[src/rtl/tx_frame_ctrl.sv]
// rtl/tx_frame_ctrl.sv - transmit framer: START/CONT header, fixed-length payload, END trailer, K-char idle fill
module tx_frame_ctrl #(
    parameter int          PAYLOAD_LEN = 126,
    parameter int          USEDW_WIDTH = 9,
    parameter logic [15:0] START_WORD  = 16'hDEAD,
    parameter logic [15:0] END_WORD    = 16'h7FFF,
    parameter logic [15:0] CONT_WORD   = 16'hBEEF,
    parameter logic [15:0] IDLE_WORD   = 16'h50BC,
    parameter logic [1:0]  IDLE_DATAK  = 2'b01
) (
    input  logic                   tx_std_clkout,
    input  logic                   rst,
    input  logic                   tx_ready,
    input  logic                   tx_enable,
    input  logic [15:0]            src_data,
    input  logic                   src_empty,
    input  logic [USEDW_WIDTH-1:0] src_usedw,
    output logic                   src_rdreq,
    output logic [15:0]            TX_data,
    output logic [1:0]             tx_datak,
    output logic                   frame_active,
    output logic [15:0]            frame_count,
    output logic                   underrun_err,
    output logic                   data_clamped
);
    localparam int                     CNT_W     = $clog2(PAYLOAD_LEN + 1);
    localparam logic [CNT_W-1:0]       LEN_CNT   = CNT_W'(PAYLOAD_LEN);
    localparam logic [USEDW_WIDTH-1:0] LEN_USEDW = USEDW_WIDTH'(PAYLOAD_LEN);

    typedef enum logic [1:0] {
        S_IDLE,
        S_HEADER,
        S_PAYLOAD,
        S_TRAILER
    } state_t;

    state_t           state_q, state_d;
    logic [15:0]      hdr_q, hdr_d;
    logic [CNT_W-1:0] cnt_q, cnt_d;
    logic [15:0]      data_q, data_d;
    logic [1:0]       datak_q, datak_d;
    logic             active_q, active_d;
    logic [15:0]      fcount_q, fcount_d;
    logic             underrun_q, underrun_d;
    logic             clamped_q, clamped_d;
    logic             launch;

    // A frame only starts when a whole payload is already buffered, so the
    // payload normally streams out without gaps.
    assign launch = tx_ready & tx_enable & (src_usedw >= LEN_USEDW);

    always_ff @(posedge tx_std_clkout or posedge rst) begin
        if (rst) begin
            state_q    <= S_IDLE;
            hdr_q      <= START_WORD;
            cnt_q      <= '0;
            data_q     <= IDLE_WORD;
            datak_q    <= IDLE_DATAK;
            active_q   <= 1'b0;
            fcount_q   <= '0;
            underrun_q <= 1'b0;
            clamped_q  <= 1'b0;
        end else begin
            state_q    <= state_d;
            hdr_q      <= hdr_d;
            cnt_q      <= cnt_d;
            data_q     <= data_d;
            datak_q    <= datak_d;
            active_q   <= active_d;
            fcount_q   <= fcount_d;
            underrun_q <= underrun_d;
            clamped_q  <= clamped_d;
        end
    end

    always_comb begin
        state_d    = state_q;
        hdr_d      = hdr_q;
        cnt_d      = cnt_q;
        data_d     = IDLE_WORD;
        datak_d    = IDLE_DATAK;
        active_d   = 1'b0;
        fcount_d   = fcount_q;
        underrun_d = underrun_q;
        clamped_d  = clamped_q;
        src_rdreq  = 1'b0;

        case (state_q)
            S_IDLE: begin
                if (launch) begin
                    state_d = S_HEADER;
                    hdr_d   = START_WORD;
                end
            end
            S_HEADER: begin
                data_d   = hdr_q;
                datak_d  = 2'b00;
                active_d = 1'b1;
                cnt_d    = '0;
                state_d  = S_PAYLOAD;
            end
            S_PAYLOAD: begin
                active_d = 1'b1;
                if (!src_empty) begin
                    src_rdreq = 1'b1;
                    datak_d   = 2'b00;
                    cnt_d     = cnt_q + 1'b1;
                    // A payload END_WORD would end the frame early at the far end.
                    if (src_data == END_WORD) begin
                        data_d    = END_WORD - 16'd1;
                        clamped_d = 1'b1;
                    end else begin
                        data_d = src_data;
                    end
                    if (cnt_d == LEN_CNT) begin
                        state_d = S_TRAILER;
                    end
                end else begin
                    underrun_d = 1'b1;
                end
            end
            S_TRAILER: begin
                data_d   = END_WORD;
                datak_d  = 2'b00;
                active_d = 1'b1;
                fcount_d = fcount_q + 16'd1;
                if (launch) begin
                    state_d = S_HEADER;
                    hdr_d   = CONT_WORD;
                end else begin
                    state_d = S_IDLE;
                end
            end
            default: state_d = S_IDLE;
        endcase
    end

    assign TX_data      = data_q;
    assign tx_datak     = datak_q;
    assign frame_active = active_q;
    assign frame_count  = fcount_q;
    assign underrun_err = underrun_q;
    assign data_clamped = clamped_q;
endmodule

[config.mk]
export PLATFORM = sky130hd
export DESIGN_NAME = tx_frame_ctrl
export DESIGN_NICKNAME = d
export VERILOG_FILES = /design/src/rtl/tx_frame_ctrl.sv
export SDC_FILE = /design/constraint.sdc
export NUM_CORES = 1
export LEC_CHECK = 0
export CORE_ASPECT_RATIO = 1.75
export CORE_MARGIN = 3
export CORE_UTILIZATION = 50
export CTS_CLUSTER_SIZE = 40
export DETAILED_ROUTE_END_ITERATION = 10
export PLACE_DENSITY = 0.85
export SYNTH_ARGS = -nofsm -noshare
export SYNTH_HDL_FRONTEND = slang
export SYNTH_SLANG_ARGS = --single-unit
[constraint.sdc]
create_clock -name tx_std_clkout -period 5.3 [get_ports tx_std_clkout]
set_input_delay 0.53 -clock tx_std_clkout [delete_from_list [all_inputs] [get_ports tx_std_clkout]]
set_output_delay 0.53 -clock tx_std_clkout [all_outputs]
set_load 0.01 [all_outputs]
==> results.toml, run 1 <==
[timing]
finalCritPeriodShare_pct = 57.4
fmax_mhz = 328
rsz0062_at_grt = "no"
fin_ws_ns = 2.26
skew_ns = 0.0101
hold_viol = 0
setup_tns_ns = 0
whs_ns = 0.464
tightest_slew_ns = 0.572
setup_viol = 0
drv_slew = 0
period_minus_slack_ns = 3.04
relSlewSlack_pct = 61.9

[synth]
synth_ff_type = "dfrtp_1"
synth_common_cells = "38 x dfrtp_1, 29 x nand2_1, 22 x nor2_1"
ys_seq_area_share_pct = 54.5
synth_cell_types = 38
synth_cells = 216
synth.net_count = 254
synth_most_common_cell = "dfrtp_1"
ys_ff_latch = 47
synthTopCellsByArea = "dfrtp_1 44%, dfstp_2 11%, nand2_1 5.0%, ha_1 4.6%, o21ai_0 4.1%"
synth-edff-count = 0
syn-cell-area_um2 = 2180
avgSynthCellArea_um2 = 10.1
synthArstFlopShare_pct = 100
synth_top_area_share_pct = 43.7
yosys.area.top_type = "dfrtp_1"
ys_warn_count = 0

[worst_setup_path]
cp_common_cell = "clkdlybuf4s50_1"
worstPathRequired_ns = 4.77
crit_chain = "clkdlybuf4s50_1, nand2b_1, inv_1, clkdlybuf4s50_1"
reg2reg_depth = 7
rr_endpoint = "cnt_q[5]$_DFFE_PP0P_"
critPathMaxStageDelay_ns = 0.64
arrival_ns = 2.51
r2r-start = "state_q[0]$_DFFE_PP0P_"
crit_slowest_cell = "clkdlybuf4s50_1"
worst_setup_path_end_kind = "output port"
rrSetupSlack_ns = 2.96
cp-start-kind = "primary input"
criticalPathCategory = "in2out"
worst-path-max-fanout = 16

[place]
dp_cells = 323
dp.final_hpwl_um = 3800
place_area_um2 = 2860
place.gp.congestion = 0.835
pre_cts_ws_ns = 2.29
io_buffers = 65

[route]
drt_iter0_drc = 55
drc_errors = 0
wl_per_cell_um = 14.9
dr_total_vias = 1810
firstDrtPassIters = 4
postRouteWirelength_um = 4920
antenna_left = 0
routed_via_density = 5.47

[cts]
htree_levels = 2
cts-root-buf = "clkbuf_8"
cts_buffer_depth = 2
cts.clk_slew.worst_paths_ns = 0.08
cts_setup_buffers = 0
tritoncts = "done"
hold_buffers = 0
ctsResizeCount = 0
numCtsBuffers = 5
insertion_delay_ns = 0.29
cts.sinks = 47

[final_layout]
fillers = 313
design_area_um2 = 2960
instances_no_fill = 331
drive_above_1_share_pct = 7.45
nets = 319
multi_input_area_um2 = 931
insertedDiodeCount = 0
seqCellArea_um2 = 1190
fin_util_pct = 71.2
area_growth_pct = 35.7

[power_and_ir_drop]
p_per_area_nw_per_um2 = 468
ir_drop_uv = 339
power_leakage_nw = 1.28
finalPower_mw = 1.38

[global_route]
grt_max_degree = 48
grt.overflow.total = 0
grt_pass1_wl_um = 8600
antenna_found_initial = 0
grt_pass1_vias = 1847
grt_usage_pct = 20.9

[floorplanning]
start_util_pct = 52.5
die_h_um = 93.3
dieArea_um2 = 5220
dieWidth_um = 55.9
core_um2 = 4150
pin_count = 68
num_rows = 31

[hold_path]
min_from = "data_clamped$_DFFE_PP0P_"
worst_hold_path.endpoint = "data_clamped$_DFFE_PP0P_"
min_path_cells = 1
hp-class = "reg2reg"

[flow_run]
maxCapViolations = 0

[outcome]
status = "complete, no violations"
per-layer routing:
metal | share of wire (%) | routed length, um | vias up | global-route usage, %
met1 | 37 | 1810 | 847 | 24.9
met5 | 0 | 0 | - | 0
met2 | 55 | 2700 | 82 | 37.1
met4 | 2.4 | 120 | 0 | 8.91
met3 | 5.9 | 292 | 14 | 3.31
li1 | - | - | 867 | -
power by group:
part	total [mW]	switching [mW]	internal, mW
sequential	0.576	0.0796	0.497
clock	0.217	0.112	0.105
combinational	0.588	0.300	0.289
worst max-delay path: cells and delay by family:
family	cells	cell delay, ns
buf+inv	3	1.63
simple gates	1	0.36
logic make-up after synthesis:
family,share of synthesized area [%]
simple gates,18.3
flops,54.5
compound gates,11.8
xor+xnor,6.84
buf+inv,2.76
fa+ha+maj,4.60
mux,1.03
other cells,0.172
worst max-delay path by stage:
stage / startpoint / end / slack [ns]
after floorplan: cnt_q[0]$_DFFE_PP0P_ / state_q[1]$_DFFE_PP0P_ / 3.25
after global placement: src_empty / src_rdreq / 2.29
after detailed placement: src_empty / src_rdreq / 2.29
after CTS: src_empty / src_rdreq / 2.28
after global routing: state_q[0]$_DFFE_PP0P_ / src_rdreq / 2.12
final: src_empty / src_rdreq / 2.26
cells in the final DEF (no fill, tap or decap), types with 2 or more instances in the layout:
cell type	n
xnor2_1	10
nand4_1	9
a21o_1	2
and2_1	3
ha_1	8
o21ai_0	18
dfrtp_1	38
a31oi_1	2
clkbuf_8	6
o31ai_1	2
inv_1	5
nand2_1	29
xor2_1	7
nor2_1	22
and3_1	4
dfstp_2	9
nand3_1	7
clkinv_1	2
nand2b_1	3
clkdlybuf4s50_1	65
a21oi_1	12
flip-flops by register name, indices dropped and copies added, names as in the netlist:
| signal | count |
|---|---|
| TX_data | 16 |
| frame_count | 16 |
| cnt_q | 7 |
| hdr_q | 2 |
| state_q | 2 |
| data_clamped | 1 |
| frame_active | 1 |
| tx_datak | 1 |
| underrun_err | 1 |
final cells by class:
cell class	instances	share of cell area, %
repair buffers	66	22.3
clock inverters	1	0.169
multi-input cells	154	31.5
flip-flops and latches	47	40.2
inverters	7	0.889
clock buffers	7	2.92
well taps	49	2.07
Note: power is estimated with default switching activity, not from simulation.
==> run 2, diff against run 1 <==
--- a/config.mk
+++ b/config.mk
@@ -7,10 +7,10 @@
 export LEC_CHECK = 0
 export CORE_ASPECT_RATIO = 1.75
 export CORE_MARGIN = 3
-export CORE_UTILIZATION = 50
+export CORE_UTILIZATION = 42
 export CTS_CLUSTER_SIZE = 40
 export DETAILED_ROUTE_END_ITERATION = 10
-export PLACE_DENSITY = 0.85
+export PLACE_DENSITY = 0.76
 export SYNTH_ARGS = -nofsm -noshare
 export SYNTH_HDL_FRONTEND = slang
 export SYNTH_SLANG_ARGS = --single-unit
==> constraint.sdc (replaced) <==
create_clock -name tx_std_clkout -period 2.7 [get_ports tx_std_clkout]
set_input_delay 0.27 -clock tx_std_clkout [delete_from_list [all_inputs] [get_ports tx_std_clkout]]
set_output_delay 0.27 -clock tx_std_clkout [all_outputs]
set_load 0.01 [all_outputs]
==> run 2 against run 1 <==
Compared with the run above: first-iteration DRC count increased by 29%; global-route usage decreased by 3.4 points; critical path type is now reg2out; non-clock buffer count increased by 4; sequential cell count unchanged; critical endpoint unchanged; register-to-register slack got worse by 2.5 ns; largest cell class unchanged.
==> results.toml, run 2 (synthesis results as in run 1) <==
[global_route]
grt.overflow.total = 0
grt_use_met2_pct = 30.3
grt.met1_usage_pct = 20.2
grt_usage_pct = 17.6
grt_pass1_vias = 1750
antenna_found_initial = 0
grt_max_degree = 22
grt_busiest_layer = "met2"
use_met3_pct = 3.44
grt_pass1_wl_um = 8000

[route]
dr_total_vias = 1816
firstDrtPassIters = 4
postRouteWirelength_um = 4830
drt_iter0_drc = 71
routed_via_density = 5.34
drc_errors = 0
wl_per_cell_um = 14.2
antenna_left = 0

[power_and_ir_drop]
clkPwrFrac_pct = 18.6
p_per_area_nw_per_um2 = 942
power.switching_fraction_pct = 34.2
combinationalPowerShare_pct = 42.3
power_leakage_nw = 1.31
intPower_mw = 1.87
power.switching_mw = 0.973
ir_drop_uv = 624
finalPower_mw = 2.84
power_frac_seq_pct = 39.1

[cts]
cts.clk_slew.worst_paths_ns = 0.08
numCtsBuffers = 5
ctsResizeCount = 0
hold_buffers = 0
cts_setup_buffers = 0
tritoncts = "done"
cts.sinks = 47
htree_levels = 2
cts_buffer_depth = 2
cts-root-buf = "clkbuf_8"
insertion_delay_ns = 0.30

[floorplanning]
dieArea_um2 = 6120
core_um2 = 4980
start_util_pct = 43.8
num_rows = 34
dieWidth_um = 60.4
die_h_um = 101
pin_count = 68

[place]
io_buffers = 65
dp.final_hpwl_um = 3810
place.gp.congestion = 0.882

[timing]
period_minus_slack_ns = 2.55
hold_viol = 0
fmax_mhz = 392
finalCritPeriodShare_pct = 94.5
skew_ns = 0.00792
rsz0062_at_grt = "no"
setup_tns_ns = 0
drv_slew = 0
setup_viol = 0

[worst_setup_path]
worstPathRequired_ns = 2.43
worst_setup_path_end_kind = "output port"
cpLargestDelayFamily = "buffers and inverters"
crit_buf_inv = 3
criticalPathCategory = "reg2out"
cp_common_cell = "inv_1"
worst-path-max-fanout = 9
cp-start-kind = "flip-flop"
critPathMaxStageDelay_ns = 0.59
arrival_ns = 2.28
crit_slowest_cell = "clkdlybuf4s50_1"
crit_chain = "inv_1, ha_1, nand2b_1, inv_1, clkdlybuf4s50_1"

[final_layout]
nets = 323
drive_above_1_share_pct = 9.09
final_cell_mix = "65 x clkdlybuf4s50_1, 38 x dfrtp_1, 29 x nand2_1"
area_growth_pct = 38.5
insertedDiodeCount = 0
final_common_cell = "clkdlybuf4s50_1"

[flow_run]
maxCapViolations = 0

[outcome]
status = "complete, no violations"

[hold_path]
hp-class = "in2async"
## run 2: cell count changes in the layout (fill, tap and decap cells not counted)
cell,previous run,this run
buf_4,1,5
bufinv_16,0,1
clkbuf_1,1,0
## run 2: final timing paths
| kind | depth (start not counted) | slack (ns) | startpoint | endpoint |
|---|---|---|---|---|
| max | 5 | 0.15 | state_q[0]$_DFFE_PP0P_ | src_rdreq |
| min | 2 | 0.23 | rst | cnt_q[6]$_DFFE_PP0P_ |
| max reg2reg | 6 | 0.48 | cnt_q[0]$_DFFE_PP0P_ | state_q[1]$_DFFE_PP0P_ |
| min reg2reg | 1 | 0.47 | data_clamped$_DFFE_PP0P_ | data_clamped$_DFFE_PP0P_ |
| max in group asynchronous | 3 | 1.88 | rst | TX_data[3]$_DFF_PP1_ |
| min in group tx_std_clkout | 1 | 0.47 | data_clamped$_DFFE_PP0P_ | data_clamped$_DFFE_PP0P_ |
## run 2: metrics by stage
stage	cell area (um2)	util [%]	hold slack [ns]	worst slack (ns)	cells
after global placement	2900	58.3	0.452	0.400	332
final	3020	60.6	0.227	0.148	340
after global routing	3020	60.6	0.257	0.0281	340
after detailed placement	2900	58.3	0.451	0.384	332
after floorplan	2180	-	0.405	0.647	216
after CTS	3020	60.6	0.235	0.158	340
## run 2: worst register-to-register path, delay by kind of cell, from the launching register on
| family | cells | cell delay, ns |
|---|---|---|
| adders and majority gates | 1 | 0.27 |
| AOI/OAI and AO/OA | 2 | 0.45 |
| and+or+nand+nor | 1 | 0.52 |
| DFF | 1 | 0.43 |
| xor gates and xnor gates | 1 | 0.13 |
| muxes | 1 | 0.32 |
## run 2: layer usage
layer	vias to the layer above	part of all wire, %
met5	-	0
met4	0	3.0
met3	11	5.6
met2	66	53
met1	865	38
li1	874	-
## run 2: power groups by stage
stage / sequential [mW] / combinational (mW) / clock (mW)
3_3_place_gp: 1.12 / 1.17 / 0
4_1_cts: 1.11 / 1.21 / 0.540
5_1_grt: 1.14 / 1.33 / 0.567
3_5_place_dp: 1.13 / 1.21 / 0
2_1_floorplan: 1.19 / 0.566 / 0
6_report: 1.11 / 1.20 / 0.528
## run 2: layout make-up
cell class                 instances  area [um2]
sequential                        47        1190
clock buffer                       6        82.6
timing repair buffer              70         688
tap                               54        67.6
clock inverter                     2        35.0
inverter                           7        26.3
fill                             417        1960
multi-input combinational        154         931
